**src/rtl/pgm_sequencer.sv**
```systemverilog
// pgm_sequencer
//   Front-end of the 9-bit core. It streams instruction words into the
//   writable instruction memory starting at address 0, holding the core in
//   reset while loading. It then sequences a one-cycle core reset, a
//   one-cycle start pulse and a run phase that counts cycles until the
//   core's done flag. A program that never finishes is flagged as an error.
//
// Handshake: a word transfers on every cycle where LoadValid && LoadReady.
//   LoadReady depends only on state, never on LoadValid. While LoadValid is
//   high the producer holds LoadWord/LoadLast stable until the transfer.
//
// Ports:
//   Clk, Reset            clock (posedge), asynchronous active-high reset
//   LoadValid/LoadReady   load handshake for LoadWord/LoadLast
//   LoadWord, LoadLast    instruction word, last-word marker
//   RunReq                level request to execute the loaded program
//   ImemWe/Addr/Data      instruction memory write port
//   CoreReset, CoreStart  core control (reset level, start pulse)
//   CoreAck               core done flag
//   Busy, Done, ErrCode   status (ErrCode 01 load overflow, 10 run timeout)
//   WordCount, CycleCount program length, run cycles before done
//   DbgState              current FSM state, for observation only
module pgm_sequencer #(
    parameter int          W       = 9,
    parameter int          A       = 10,
    parameter int          CW      = 16,
    parameter int unsigned TIMEOUT = 16'hFFFF
) (
    input  logic          Clk,
    input  logic          Reset,
    input  logic          LoadValid,
    output logic          LoadReady,
    input  logic [W-1:0]  LoadWord,
    input  logic          LoadLast,
    input  logic          RunReq,
    output logic          ImemWe,
    output logic [A-1:0]  ImemAddr,
    output logic [W-1:0]  ImemData,
    output logic          CoreReset,
    output logic          CoreStart,
    input  logic          CoreAck,
    output logic          Busy,
    output logic          Done,
    output logic [1:0]    ErrCode,
    output logic [A:0]    WordCount,
    output logic [CW-1:0] CycleCount,
    output logic [2:0]    DbgState
);

    typedef enum logic [2:0] {
        ST_IDLE       = 3'd0,
        ST_LOAD       = 3'd1,
        ST_ARMED      = 3'd2,
        ST_RESET_CORE = 3'd3,
        ST_START      = 3'd4,
        ST_RUN        = 3'd5,
        ST_DONE       = 3'd6,
        ST_ERR        = 3'd7
    } state_t;

    localparam logic [CW-1:0] TIMEOUT_V = CW'(TIMEOUT);
    localparam logic [1:0]    ERR_OVF   = 2'b01;
    localparam logic [1:0]    ERR_TMO   = 2'b10;

    state_t        r_state, w_state_next;
    logic [A-1:0]  r_addr,  w_addr_next;
    logic [A:0]    r_wc,    w_wc_next;
    logic [CW-1:0] r_cc,    w_cc_next;
    logic [1:0]    r_err,   w_err_next;

    logic          w_restart;
    logic [A-1:0]  w_addr_cur;
    logic          w_xfer;

    // A new program always begins at address 0, so in IDLE and DONE the
    // write address is forced to 0 regardless of where the last load ended.
    assign w_restart  = (r_state == ST_IDLE) || (r_state == ST_DONE);
    assign w_addr_cur = w_restart ? '0 : r_addr;
    assign LoadReady  = (r_state == ST_IDLE) || (r_state == ST_LOAD) || (r_state == ST_DONE);
    assign w_xfer     = LoadValid && LoadReady;

    assign ImemWe     = w_xfer;
    assign ImemAddr   = w_addr_cur;
    assign ImemData   = LoadWord;

    assign CoreReset  = (r_state == ST_IDLE) || (r_state == ST_LOAD) || (r_state == ST_ARMED) ||
                        (r_state == ST_RESET_CORE) || (r_state == ST_ERR);
    assign CoreStart  = (r_state == ST_START);
    assign Busy       = (r_state == ST_RESET_CORE) || (r_state == ST_START) || (r_state == ST_RUN);
    assign Done       = (r_state == ST_DONE);
    assign ErrCode    = r_err;
    assign WordCount  = r_wc;
    assign CycleCount = r_cc;
    assign DbgState   = r_state;

    always_ff @(posedge Clk or posedge Reset) begin
        if (Reset) begin
            r_state <= ST_IDLE;
            r_addr  <= '0;
            r_wc    <= '0;
            r_cc    <= '0;
            r_err   <= 2'b00;
        end else begin
            r_state <= w_state_next;
            r_addr  <= w_addr_next;
            r_wc    <= w_wc_next;
            r_cc    <= w_cc_next;
            r_err   <= w_err_next;
        end
    end

    always_comb begin
        w_state_next = r_state;
        w_addr_next  = r_addr;
        w_wc_next    = r_wc;
        w_cc_next    = r_cc;
        w_err_next   = r_err;
        case (r_state)
            ST_IDLE, ST_DONE: begin
                // A transfer takes priority over a rerun request from DONE.
                if (w_xfer) begin
                    w_addr_next  = w_addr_cur + 1'b1;
                    w_wc_next    = {{A{1'b0}}, 1'b1};
                    w_state_next = LoadLast ? ST_ARMED : ST_LOAD;
                end else if ((r_state == ST_DONE) && RunReq) begin
                    w_state_next = ST_RESET_CORE;
                end
            end
            ST_LOAD: begin
                if (w_xfer) begin
                    w_addr_next = w_addr_cur + 1'b1;
                    w_wc_next   = r_wc + 1'b1;
                    if (LoadLast) begin
                        w_state_next = ST_ARMED;
                    end else if (w_addr_cur == {A{1'b1}}) begin
                        // The word at the top address is written, but there
                        // is no room for the program to continue.
                        w_state_next = ST_ERR;
                        w_err_next   = ERR_OVF;
                    end
                end
            end
            ST_ARMED: begin
                if (RunReq) w_state_next = ST_RESET_CORE;
            end
            ST_RESET_CORE: begin
                w_cc_next    = '0;
                w_state_next = ST_START;
            end
            ST_START: begin
                // Ack may still be high from a previous run; it is not looked at here.
                w_state_next = ST_RUN;
            end
            ST_RUN: begin
                if (CoreAck) begin
                    w_state_next = ST_DONE;
                end else if (r_cc == TIMEOUT_V) begin
                    w_state_next = ST_ERR;
                    w_err_next   = ERR_TMO;
                end else begin
                    w_cc_next = r_cc + 1'b1;
                end
            end
            ST_ERR: begin
                w_state_next = ST_ERR;
            end
            default: begin
                w_state_next = ST_IDLE;
            end
        endcase
    end

endmodule

```
**config.mk**
```make
export PLATFORM = sky130hd
export DESIGN_NAME = pgm_sequencer
export DESIGN_NICKNAME = d
export VERILOG_FILES = /design/src/rtl/pgm_sequencer.sv
export SDC_FILE = /design/constraint.sdc
export NUM_CORES = 1
export LEC_CHECK = 0
export ABC_AREA = 1
export BUFFER_PORTS_ARGS = -buffer_cell sky130_fd_sc_hd__buf_2
export CAP_MARGIN = 10
export CORE_AREA = 4 4 100 102
export DETAILED_ROUTE_END_ITERATION = 6
export DIE_AREA = 0 0 104 106
export GPL_ROUTABILITY_DRIVEN = 0
export PLACE_DENSITY = 0.54
export SETUP_SLACK_MARGIN = 0.1
export SLEW_MARGIN = 10
export SYNTH_ARGS = -nofsm -noshare
export SYNTH_HDL_FRONTEND = slang
export SYNTH_SLANG_ARGS = --single-unit
```
**constraint.sdc**
```tcl
create_clock -name Clk -period 1.8 [get_ports Clk]
set_input_delay 0.18 -clock Clk [delete_from_list [all_inputs] [get_ports Clk]]
set_output_delay 0.18 -clock Clk [all_outputs]
set_load 0.02 [all_outputs]
```
* After elaboration in Yosys (flattened, before gate mapping)
Index checks and enable logic that the tools add are counted.
** Storage, ports and cells
- Register bits :: 42
- Bits in latches :: 0
- RAM bits :: 0
- Memory bits (read-only) :: 0
- Input port bits :: 15
- Output and inout bits :: 57
- Logic and storage cells :: 72
- Memories kept :: 0
** Operators by class
- $add $sub $neg :: 3
- $mul :: 0
- Divide/modulo/power cells :: 0
- Order comparisons :: 0
- Eq/ne operators :: 20
- Shifts and indexed selects :: 0
- Mux-type cells :: 23
- Bitwise logic cells :: 0
- Reduce and logical (&&, ||, !) cells :: 21
** Operators with widths (number)
- two-way mux 16 bit :: 2
- one-hot mux 16 bit (2 select lines) :: 1
- two-way mux 3 bit :: 8
- two-way mux 11 bit :: 2
- one-hot mux 11 bit (2 select lines) :: 1
- one-hot mux 3 bit (7 select lines) :: 1
- adder 16 x 1 -> 16 bit (second input constant) :: 1
- == test 16 bit (second input constant) :: 1
- == test 3 bit (second input constant) :: 4
- two-way mux 2 bit :: 6
- inequality test 2 bit (second input constant) :: 6
- adder 11 x 1 -> 11 bit (second input constant) :: 1
- adder 10 x 1 -> 10 bit (second input constant) :: 1
- == test 10 bit (second input constant) :: 1
- two-way mux 10 bit :: 1
- logical OR 1 bit :: 8
- == test 3 x 2 -> 1 bit (second input constant) :: 2
- inequality test 3 x 2 -> 1 bit (second input constant) :: 2
- AND reduction 3 bit :: 2
- AND reduction 6 bit :: 1
- nonzero test 2 bit :: 3
- AND reduction 5 bit :: 1
- inequality test 2 x 1 -> 1 bit (second input constant) :: 2
- one-hot mux 2 bit (2 select lines) :: 1
- 7 further kinds :: 8

* Logic depth before layout (Yosys ltp)
- Depth after elaboration :: 8
- Mapped depth :: 14

* Least setup slack after synthesis
No wires, ideal clock.
- Path kind :: register to register
- Start point :: register r_state[0], in the netlist DbgState[0]
- End point :: register r_addr[8]
- Setup time :: 113 ps
- Arrival :: 2261 ps
- Required time :: 1687 ps
- Setup slack :: -574 ps
- Stages on the path, launching flop included :: 14
- Buffers on the path :: 0
- Path through :: dfrtp_1 > inv_2 > nand3_1 > nand2_2 > nor2_1 > ha_1 > nand2_1 > nand3b_1 > nor2_2 > nand3_1 > nor2_1 > nand3_1 > nand2_1 > inv_1
** On the way
- Elaborated cells on any way between the ends :: 11
** RTL lines
- from (decl) :: line 65 : state_t r_state, w_state_next;
- from (signal assigned) :: line 104 : r_state <= w_state_next;
- == test 3 bit / zero test 3 bit (equally long branches) :: line 77 : assign w_restart = (r_state == ST_IDLE) || (r_state == ST_DONE);
- logical OR 1 bit * :: line 77
- two-way mux 10 bit * :: line 78 : assign w_addr_cur = w_restart ? '0 : r_addr;
- via ImemAddr[0] :: line 37 : output logic [A-1:0] ImemAddr,
- adder 10 x 1 -> 10 bit * :: line 122, 131
- to (signal assigned) :: line 105 : r_addr <= w_addr_next;
- to (decl) :: line 66 : logic [A-1:0] r_addr, w_addr_next;
Mark *: on every way through the listed nets, which the timed path passes. The rest lies on a longest branch.
A chain may end at the register's enable or synchronous reset.

* Final worst setup path
- Start point :: register r_state[1], in the netlist DbgState[1]
- End point :: register r_addr[8]
** On the way
- Cells in the longest elaborated chain, start to end :: 5
- Elaborated cells on any way between the ends :: 11
** Ends and longest elaborated chain
- parallel branches: the longest is 5 deep, another holds adder 10 x 1 -> 10 bit
Parallel ways; which one is timed is not known.

==> impl_metrics.yaml <==
worst_setup_path:
  crit_type: "flop to flop"
  arrival_ns: 2.04
  end_kind: "flop"
  crit_fanout: 4
  r2r-start: "DbgState[1]$_DFFE_PP0P_"
  rr_endpoint: "r_addr[8]$_DFFE_PP0P_"
  critPathRequiredTime_ns: 2.02
  rrSetupSlack_ns: -0.03
  worst-r2r-cell-count: 13
  startpoint_type: "flop"
flow_run:
  cap_violations: 0
outcome:
  violations: "setup timing"
  status: "finished, violations left"
sta:
  fmax_mhz: 548
  period_needed_ns: 1.83
  fin_crit_sh_pct: 101
  hold_viol: 0
  rsz0062_at_grt: "yes"
  tightest_slew_ns: 0.375
  slew_headroom_pct: 74.8
  hold_ws_ns: 0.246
  layout_setup_ws_ns: -0.0264
  report.final.slew_viol_count: 0
  fin_worst_skew_ns: 0.0128
  setup_viol: 2
layout:
  area.growth.synth_to_final_pct: 36.5
  drive_gt1_share_pct: 33.8
  n_antenna_cell: 0
  layout_commonest_cell: "nand2_1"
  utilization_pct: 39.9
  nNetsFinal: 475
  final_cell_mix: "nand2_1, buf_2, nor2_1, buf_4, inv_1"
  fill_cells: 968
  stdcell_count: 569
pwr:
  p_int_mw: 2.76
  p_per_area_nw_per_um2: 1380
  switching_power_mw: 2.28
  seqPwrFrac_pct: 26.7
  total_leakage_power_nw: 1.82
  p_sw_share_pct: 45.3
  power_frac_clock_pct: 18.6
  p_total_mw: 5.04
  ir_drop_v: 0.000910
  pwr-share-comb_pct: 54.7
placement:
  place_hpwl_um: 5590
  preCtsSetupSlack_ns: -0.0710
  portBuffers: 53
  dp_cells: 543
floorplanning:
  die_w_um: 104
  core_area_um2: 9110
  die_h_um: 106
  rows: 35
  start_util_pct: 29.3
  die_area_um2: 11000
  pin_count: 72
global_route:
  grt_start_max_net_pins: 25
  grt-ovfl-total: 0
  grt_usage_pct: 13.6
  antenna_found_initial: 0
  grt_pass1_vias: 2474
  grt_pass1_wl_um: 12300
detailed_routing:
  drcViolationCount: 0
  first_pass_iters: 4
  routedWlPerCell_um: 13.2
  vias: 2630
  antenna_left: 0
  avgViaCountPerCell: 4.62
  wl_um: 7510
  drt_iter0_markers: 81
clocking:
  cts.sink_count: 42
  htree_levels: 2
  cts.clk_slew.worst_paths_ns: 0.09
  clock_latency_ns: 0.31
  cts_tree: "built"
  root_buffer: "clkbuf_8"
  cts-buffers-inserted: 5
  cts_max_path_buffers: 2
synth:
  synth_warnings: 0
  synth_area_um2: 2670
  ys_seq_elements: 42
  syn-mean-instance-area_um2: 7.23
  ys_seq_area_share_pct: 39.4
  synth_cells: 369
  syn-num-nets: 387
  yosysUniqueCellTypes: 34
hold_path:
  min_from: "CoreAck"
  holdPathEnd: "CycleCount[1]$_DFFE_PP0P_"
  hold_depth: 4
  hold_path.class: "input port to flop"
## area by class of cell
type | count | area [µm²] | area share (%)
Timing Repair Buffer | 95 | 602 | 16.5
Clock inverter | 3 | 68.8 | 1.89
Inverter | 45 | 176 | 4.85
Sequential cell | 42 | 1060 | 29.1
Clock buffer | 5 | 68.8 | 1.89
Multi-Input combinational cell | 268 | 1530 | 42.0
Tap cell | 111 | 139 | 3.82
## critical path: stages, from the launching register on
cell	delay [ns]
dfrtp_2	0.41
inv_2	0.09
nand3_4	0.08
nand2_4	0.08
nor2_4	0.12
ha_4	0.15
nand2_1	0.04
nand3b_1	0.20
nor2_2	0.15
nand3_2	0.12
nor2_1	0.11
nand3_1	0.08
nand2_1	0.06
inv_1	0.03
## sequential cells by signal, indices dropped and copies added, names as in the netlist
register,cells
CycleCount,16
DbgState,3
ErrCode,2
WordCount,11
r_addr,10
## per-stage QoR
step | instance area [µm²] | TNS [ns]
after global placement | 3220 | 0
after floorplan | 2750 | -0.866
after global routing | 3640 | -1.13
after CTS | 3480 | -0.119
final | 3640 | -0.0421
after detailed placement | 3220 | -0.141
## power groups by stage
stage                     combinational, mW  sequential [mW]  clock [mW]
after floorplan                        1.32             1.54           0
after global placement                 2.30             1.35           0
after detailed placement               2.32             1.36           0
after CTS                              2.57             1.34       0.951
after global routing                   3.02             1.38       0.995
final                                  2.75             1.35       0.936
## metal layers
layer  up-vias  part of all wire, %  track usage [%]
li1       1330                    -                -
met1      1228                   44             17.3
met2        63                   49             23.2
met3         9                  5.1             3.16
met4         0                  1.0             3.89
met5         -                    0                0
## kinds of logic after synthesis
kind of cell,Yosys count,share of synthesized area [%]
AOI/OAI and AO/OA,33,6.57
and+or+nand+nor,212,35.6
DFF,42,39.4
buffers and inverters,59,10.4
adders and majority gates,3,1.41
xor gates and xnor gates,20,6.57
## cells in the mapped netlist
cell / count / area share [%]
a21boi_0: 1 / 0.28
a21oi_1: 10 / 1.9
a22oi_1: 1 / 0.28
a31oi_1: 1 / 0.23
buf_2: 1 / 0.19
buf_4: 10 / 2.8
buf_6: 2 / 0.84
clkbuf_1: 1 / 0.14
dfrtp_1: 42 / 39
ha_1: 3 / 1.4
inv_1: 40 / 5.6
inv_2: 4 / 0.56
inv_4: 1 / 0.23
nand2_1: 106 / 15
nand2_2: 4 / 0.94
nand2_4: 2 / 0.84
nand3_1: 27 / 5.1
nand3_4: 1 / 0.66
nand3b_1: 1 / 0.28
nand4_1: 4 / 0.94
nand4_2: 1 / 0.47
nor2_1: 49 / 6.9
nor2_2: 2 / 0.47
nor2_4: 2 / 0.84
nor3_1: 9 / 1.7
nor3_2: 2 / 0.75
nor3_4: 1 / 0.61
o21ai_0: 16 / 3.0
o21ai_1: 2 / 0.38
o22ai_1: 1 / 0.23
o31ai_1: 1 / 0.28
or2_2: 1 / 0.23
xnor2_1: 10 / 3.3
xor2_1: 10 / 3.3
## worst max path at each step
stage / slack, ns / depth (start not counted) / from / end
floorplan: -0.15 / 13 / DbgState[0]$_DFFE_PP0P_ / DbgState[0]$_DFFE_PP0P_
finish: -0.03 / 13 / DbgState[1]$_DFFE_PP0P_ / r_addr[8]$_DFFE_PP0P_
global route: -0.13 / 12 / DbgState[2]$_DFFE_PP0P_ / DbgState[2]$_DFFE_PP0P_
CTS: -0.03 / 13 / DbgState[2]$_DFFE_PP0P_ / r_addr[8]$_DFFE_PP0P_
detailed placement: -0.07 / 12 / DbgState[2]$_DFFE_PP0P_ / DbgState[1]$_DFFE_PP0P_
global placement: 0.02 / 12 / DbgState[2]$_DFFE_PP0P_ / DbgState[2]$_DFFE_PP0P_
## what timing repair did
action                                  in CTS  in global routing
hold buffers                                 1                  0
buffers inserted                             7                 10
endpoints found under the setup margin      18                 45
gates resized for setup                     13                 21
hold endpoints to repair                    23                  0
pin swaps                                   12                 13
No activity file was read; power rests on OpenSTA's default activity.
